===== config.mk =====
export PLATFORM = sky130hd
export DESIGN_NAME = mux_select_arbiter_flat
export DESIGN_NICKNAME = d
export VERILOG_FILES = /design/src/rtl/mux_select_arbiter_pkg.sv /design/src/rtl/mux_select_arbiter_if.sv /design/src/rtl/mux_select_arbiter_burst_counter.sv /design/src/rtl/mux_select_arbiter.sv /design/src/flat_wrapper.sv
export SDC_FILE = /design/constraint.sdc
export NUM_CORES = 1
export LEC_CHECK = 0
export BUFFER_PORTS_ARGS = -buffer_cell sky130_fd_sc_hd__buf_2
export CAP_MARGIN = 20
export CORE_UTILIZATION = 25
export DETAILED_ROUTE_END_ITERATION = 8
export PLACE_DENSITY_LB_ADDON = 0.15
export SYNTH_ARGS = -nofsm -noshare
export SYNTH_HDL_FRONTEND = slang
export SYNTH_SLANG_ARGS = --single-unit

===== constraint.sdc =====
create_clock -name clk -period 4.8 [get_ports clk]
set_input_delay 0.48 -clock clk [delete_from_list [all_inputs] [get_ports clk]]
set_output_delay 0.48 -clock clk [all_outputs]
set_load 0.02 [all_outputs]

===== src/rtl/mux_select_arbiter_pkg.sv =====
// Shared types and constants for the two-line multiplexer select arbiter.
package mux_arb_pkg;

  typedef enum logic [1:0] {
    ARB_IDLE = 2'd0,
    ARB_GNT0 = 2'd1,
    ARB_GNT1 = 2'd2
  } arb_state_t;

  localparam int ARB_BURST_DEFAULT = 4;
  localparam int ARB_CNT_W         = 4;

  // Grant state that corresponds to a given line index.
  function automatic arb_state_t grant_state(input logic line);
    grant_state = line ? ARB_GNT1 : ARB_GNT0;
  endfunction

endpackage


===== src/rtl/mux_select_arbiter_if.sv =====
// Request/grant/select bundle between the two sources, the consumer and the arbiter.
interface mux_select_arbiter_if;

  logic req0;
  logic req1;
  logic out_ready;
  logic select;
  logic gnt0;
  logic gnt1;
  logic out_valid;

  modport master (
    output req0,
    output req1,
    output out_ready,
    input  select,
    input  gnt0,
    input  gnt1,
    input  out_valid
  );

  modport slave (
    input  req0,
    input  req1,
    input  out_ready,
    output select,
    output gnt0,
    output gnt1,
    output out_valid
  );

endinterface


===== src/rtl/mux_select_arbiter_burst_counter.sv =====
// Beat counter for the current grant; flags the beat that completes the burst.
module burst_counter
  import mux_arb_pkg::*;
#(
  parameter int BURST = ARB_BURST_DEFAULT
) (
  input  logic clk,
  input  logic reset_n,
  input  logic i_clear,
  input  logic i_incr,
  output logic o_terminal
);

  localparam logic [ARB_CNT_W-1:0] LP_LAST = ARB_CNT_W'(BURST - 1);

  logic [ARB_CNT_W-1:0] r_count;

  // Count transferred beats; clear wins over increment.
  always_ff @(posedge clk or negedge reset_n) begin
    if (!reset_n) begin
      r_count <= {ARB_CNT_W{1'b0}};
    end else if (i_clear) begin
      r_count <= {ARB_CNT_W{1'b0}};
    end else if (i_incr) begin
      r_count <= r_count + {{(ARB_CNT_W-1){1'b0}}, 1'b1};
    end else begin
      r_count <= r_count;
    end
  end

  assign o_terminal = i_incr & (r_count == LP_LAST);

endmodule


===== src/rtl/mux_select_arbiter.sv =====
// Round-robin burst arbiter driving the select of a downstream 2:1 multiplexer.
module mux_select_arbiter
  import mux_arb_pkg::*;
#(
  parameter int BURST = ARB_BURST_DEFAULT
) (
  input  logic                 clk,
  input  logic                 reset_n,
  mux_select_arbiter_if.slave  bus
);

  arb_state_t r_state;
  arb_state_t w_next;
  logic       r_gnt0;
  logic       r_gnt1;
  logic       r_select;
  logic       r_last_grant;
  logic       w_enter;
  logic       w_exit;
  logic       w_clear;
  logic       w_xfer;
  logic       w_terminal;
  logic       w_own_line;
  logic       w_req_own;
  logic       w_req_oth;

  assign bus.gnt0      = r_gnt0;
  assign bus.gnt1      = r_gnt1;
  assign bus.select    = r_select;
  assign bus.out_valid = (r_gnt0 & bus.req0) | (r_gnt1 & bus.req1);

  assign w_xfer     = bus.out_valid & bus.out_ready;
  assign w_own_line = (r_state == ARB_GNT1);
  assign w_req_own  = w_own_line ? bus.req1 : bus.req0;
  assign w_req_oth  = w_own_line ? bus.req0 : bus.req1;
  assign w_exit     = (r_state != ARB_IDLE) & (w_terminal | ~w_req_own);
  assign w_clear    = (w_next != r_state) | w_exit;

  burst_counter #(
    .BURST (BURST)
  ) u_burst_counter (
    .clk        (clk),
    .reset_n    (reset_n),
    .i_clear    (w_clear),
    .i_incr     (w_xfer),
    .o_terminal (w_terminal)
  );

  // Next-state selection; a re-entry into the same grant still counts as an entry.
  always_comb begin
    w_next  = r_state;
    w_enter = 1'b0;
    case (r_state)
      ARB_IDLE: begin
        if (bus.req0 && bus.req1) begin
          w_next  = grant_state(~r_last_grant);
          w_enter = 1'b1;
        end else if (bus.req0) begin
          w_next  = ARB_GNT0;
          w_enter = 1'b1;
        end else if (bus.req1) begin
          w_next  = ARB_GNT1;
          w_enter = 1'b1;
        end else begin
          w_next  = ARB_IDLE;
        end
      end
      ARB_GNT0, ARB_GNT1: begin
        if (w_exit) begin
          if (w_req_oth) begin
            w_next  = grant_state(~w_own_line);
            w_enter = 1'b1;
          end else if (w_req_own) begin
            w_next  = r_state;
            w_enter = 1'b1;
          end else begin
            w_next  = ARB_IDLE;
          end
        end else begin
          w_next = r_state;
        end
      end
      default: begin
        w_next = ARB_IDLE;
      end
    endcase
  end

  // State, grant and select registers; last_grant starts at line1 so line0 wins the first tie.
  always_ff @(posedge clk or negedge reset_n) begin
    if (!reset_n) begin
      r_state      <= ARB_IDLE;
      r_gnt0       <= 1'b0;
      r_gnt1       <= 1'b0;
      r_select     <= 1'b0;
      r_last_grant <= 1'b1;
    end else begin
      r_state <= w_next;
      r_gnt0  <= (w_next == ARB_GNT0);
      r_gnt1  <= (w_next == ARB_GNT1);
      if (w_enter) begin
        r_select     <= (w_next == ARB_GNT1);
        r_last_grant <= (w_next == ARB_GNT1);
      end else begin
        r_select     <= r_select;
        r_last_grant <= r_last_grant;
      end
    end
  end

endmodule

===== src/flat_wrapper.sv =====
// flat-port wrapper written by rule: the top's interface ports become plain ports
module mux_select_arbiter_flat import mux_arb_pkg::*;
#(
  parameter int BURST = ARB_BURST_DEFAULT
)
  (clk, reset_n, bus_req0, bus_req1, bus_out_ready, bus_select, bus_gnt0, bus_gnt1, bus_out_valid);
  mux_select_arbiter_if bus_i ();
  input  logic clk;
  input  logic reset_n;
  input wire logic [$bits(bus_i.req0)-1:0] bus_req0;
  input wire logic [$bits(bus_i.req1)-1:0] bus_req1;
  input wire logic [$bits(bus_i.out_ready)-1:0] bus_out_ready;
  output wire logic [$bits(bus_i.select)-1:0] bus_select;
  output wire logic [$bits(bus_i.gnt0)-1:0] bus_gnt0;
  output wire logic [$bits(bus_i.gnt1)-1:0] bus_gnt1;
  output wire logic [$bits(bus_i.out_valid)-1:0] bus_out_valid;
  assign bus_i.req0 = bus_req0;
  assign bus_i.req1 = bus_req1;
  assign bus_i.out_ready = bus_out_ready;
  assign bus_select = bus_i.select;
  assign bus_gnt0 = bus_i.gnt0;
  assign bus_gnt1 = bus_i.gnt1;
  assign bus_out_valid = bus_i.out_valid;
  mux_select_arbiter #(.BURST(BURST)) u_core (.clk(clk), .reset_n(reset_n), .bus(bus_i));
endmodule

==> flow_summary.json <==
{
  "avgSynthCellArea_um2": 10.1,
  "die_w_um": 59.3,
  "drt-initial-drc-count": 14,
  "slew_headroom_pct": 72.8,
  "critPathKind": "flop to flop",
  "synth_area_um2": 821,
  "grt_pass1_wl_mm": 2.86,
  "htree_levels": 1,
  "stdcell_count": 134,
  "period_minus_slack_ns": 2.10,
  "port_buffers": 8,
  "fin_worst_skew_ns": 0.00554,
  "yosys.area_share.simple_pct": 26.1,
  "async_reset_ff_share_pct": 100,
  "synthesis.nets": 90,
  "reg2reg_slack_ns": 2.70,
  "seq_area_frac_synth_pct": 30.6,
  "setup_tns_ns": 0,
  "synthCells": 81,
  "synth.distinct_cells": 42,
  "grt_max_degree": 11,
  "antennaDiodeCount": 0,
  "cp_data_arrival_time_ns": 2.23,
  "ir_drop_uv": 326,
  "track_usage_pct": 10.8,
  "layout.nets": 100,
  "slew_violations": 0,
  "synthAdderAreaFrac_pct": 6.10,
  "clk_pin_slew_ns": 0.07,
  "maxCapViolations": 0,
  "seq_area_um2": 251,
  "r2r_start": "u_core.r_state[0]$_DFF_PN0_",
  "power.switching_uw": 255,
  "yosysTopAreaCell": "dfrtp_1",
  "worstPathRequired_ns": 4.93,
  "io_pins": 9,
  "worstSkewPairLatency_ns": 0.26,
  "place_congestion": 0.751,
  "cts.sink_count": 10,
  "clkPwrFrac_pct": 13.6,
  "grt_pass1_vias": 588,
  "rows": 20,
  "dpl.hpwl_mm": 1.28,
  "drive_gt1_share_pct": 32.2,
  "p_sw_share_pct": 46.3,
  "synth-xor-area-share_pct": 4.27,
  "multi_input_area_um2": 513,
  "ctsHoldBuffers": 0,
  "grt_antenna_before_repair": 0,
  "wire_per_inst_um": 12.1,
  "cts-buffers-inserted": 3,
  "endpoint_kind": "flop",
  "holdCritPathClass": "primary input to async pin",
  "grt-ovfl-total": 0,
  "hold_slack_ns": 0.0632,
  "synthToLayoutAreaGrowth_pct": 12.3,
  "final_antenna_net_count": 0,
  "dpl_cell_area_um2": 886,
  "synth_edf_count": 0,
  "finalSetupViolations": 0,
  "synth_top_family_by_area": "simple AND/OR/NAND/NOR gates",
  "combPwrFrac_pct": 61.1,
  "outcome": "complete, no violations",
  "cts_buffer_depth": 2,
  "synth_warnings": 0,
  "reg2reg_to": "u_core.u_burst_counter.r_count[3]$_DFFE_PN0P_",
  "p_leak_nw": 0.401,
  "fin_ws_ns": 2.70,
  "core_area_um2": 3080,
  "synthFlopType": "dfrtp_1",
  "die_h_um": 59.3,
  "finalPower_uw": 551,
  "synth_area_leaders": "dfrtp_1, ha_1, nor2_1, o2111ai_2, a2111oi_4",
  "pwr-share-seq_pct": 25.4,
  "tightest_slew_ns": 0.405,
  "fillerInstances": 324,
  "die_area_um2": 3520,
  "final_core_util_pct": 30.0,
  "start_kind": "flop",
  "rsz0062_at_grt": "false",
  "via_per_inst": 4.54,
  "tritoncts": "built",
  "critPathLaunch": "u_core.r_state[0]$_DFF_PN0_",
  "clock-root-buffer": "clkbuf_4",
  "ys_seq_elements": 10,
  "dp_slack_ns": 2.74,
  "r2r_cells": 7,
  "cp_max_fo": 10,
  "cts_setup_buffers": 0,
  "mostFrequentLayoutCells": "nor2_1, dfrtp_1, buf_2",
  "p_int_uw": 296,
  "vias": 609,
  "start_util_pct": 26.7,
  "netlist.area_leader.share_pct": 27.4,
  "cts_resized": 0,
  "period_share_pct": 43.7,
  "synth_compound_area_share_pct": 22.3,
  "final_hold_viol_count": 0,
  "finalWirelength_mm": 1.63,
  "fmax_mhz": 477,
  "synth.mux.area_fraction_pct": 3.81,
  "powerDensity_nw_per_um2": 598,
  "fin_area_um2": 922,
  "placedCellCount": 130,
  "dr.pass1.iters": 4,
  "drcViolationCount": 0
}
cells in the mapped netlist (all sizes together) (2+ instances only):
master   number
a21boi        3
nor2          9
o21ai         3
or2           2
nand2         5
o2111ai       2
buf           3
nand3         5
xor2          2
mux2i         2
o211ai        2
dfrtp         9
xnor2         2
nor3          2
inv           7
nand2b        2
ha            4
how the worst max path moves through the flow:
stage | end | slack, ns | depth (start not counted)
after CTS | u_core.u_burst_counter.r_count[2]$_DFFE_PN0P_ | 2.72 | 7
after global routing | u_core.u_burst_counter.r_count[2]$_DFFE_PN0P_ | 2.55 | 7
after global placement | u_core.u_burst_counter.r_count[0]$_DFFE_PN0P_ | 2.74 | 7
final | u_core.u_burst_counter.r_count[3]$_DFFE_PN0P_ | 2.70 | 7
after detailed placement | u_core.u_burst_counter.r_count[2]$_DFFE_PN0P_ | 2.74 | 7
after floorplan | u_core.u_burst_counter.r_count[0]$_DFFE_PN0P_ | 3.02 | 8
state kept, by name (all words and copies together), names as in the netlist:
name / count
u_core.bus.gnt0: 1
u_core.r_state: 2
u_core.bus.select: 1
u_core.r_last_grant: 1
u_core.bus.gnt1: 1
u_core.u_burst_counter.r_count: 4
routing by layer:
layer / vias to the layer above / track usage (%) / part of all wire, % / wire (µm)
met3: 0 / 1.75 / 2.7 / 44
met4: 0 / 4.08 / 0 / 0
met2: 6 / 16.4 / 44 / 718
met1: 298 / 15.2 / 53 / 864
li1: 305 / - / - / -
met5: - / 0 / 0 / 0
worst max-delay path, stage by stage (launching register included):
cell and delay, ns:
dfrtp_1 0.41, inv_1 0.11, ha_1 0.33, nand2b_1 0.21, nor4b_2 0.34, nor3_2 0.13, o2111ai_2 0.34, nor2_1 0.09
power groups by stage:
stage	clock [mW]	combinational [mW]	sequential, mW
finish	0.0747	0.337	0.140
global route	0.0826	0.375	0.144
CTS	0.0771	0.339	0.140
detailed placement	0	0.338	0.141
global placement	0	0.345	0.141
floorplan	0	0.265	0.147
area by class of cell:
| type | count | area share (%) |
|---|---|---|
| clock buffer | 4 | 3.93 |
| inverter | 7 | 2.85 |
| multi-input combinational | 61 | 55.6 |
| sequential | 10 | 27.3 |
| tap | 44 | 5.97 |
| timing repair buffer | 8 | 4.34 |
logic make-up after synthesis:
logic type                 after synthesis
DFF                                     10
xor gates and xnor gates                 4
muxes                                    3
and+or+nand+nor                         33
AOI/OAI and AO/OA                       17
buffers and inverters                   10
adders and majority gates                4
No activity file was read; power rests on OpenSTA's default activity.
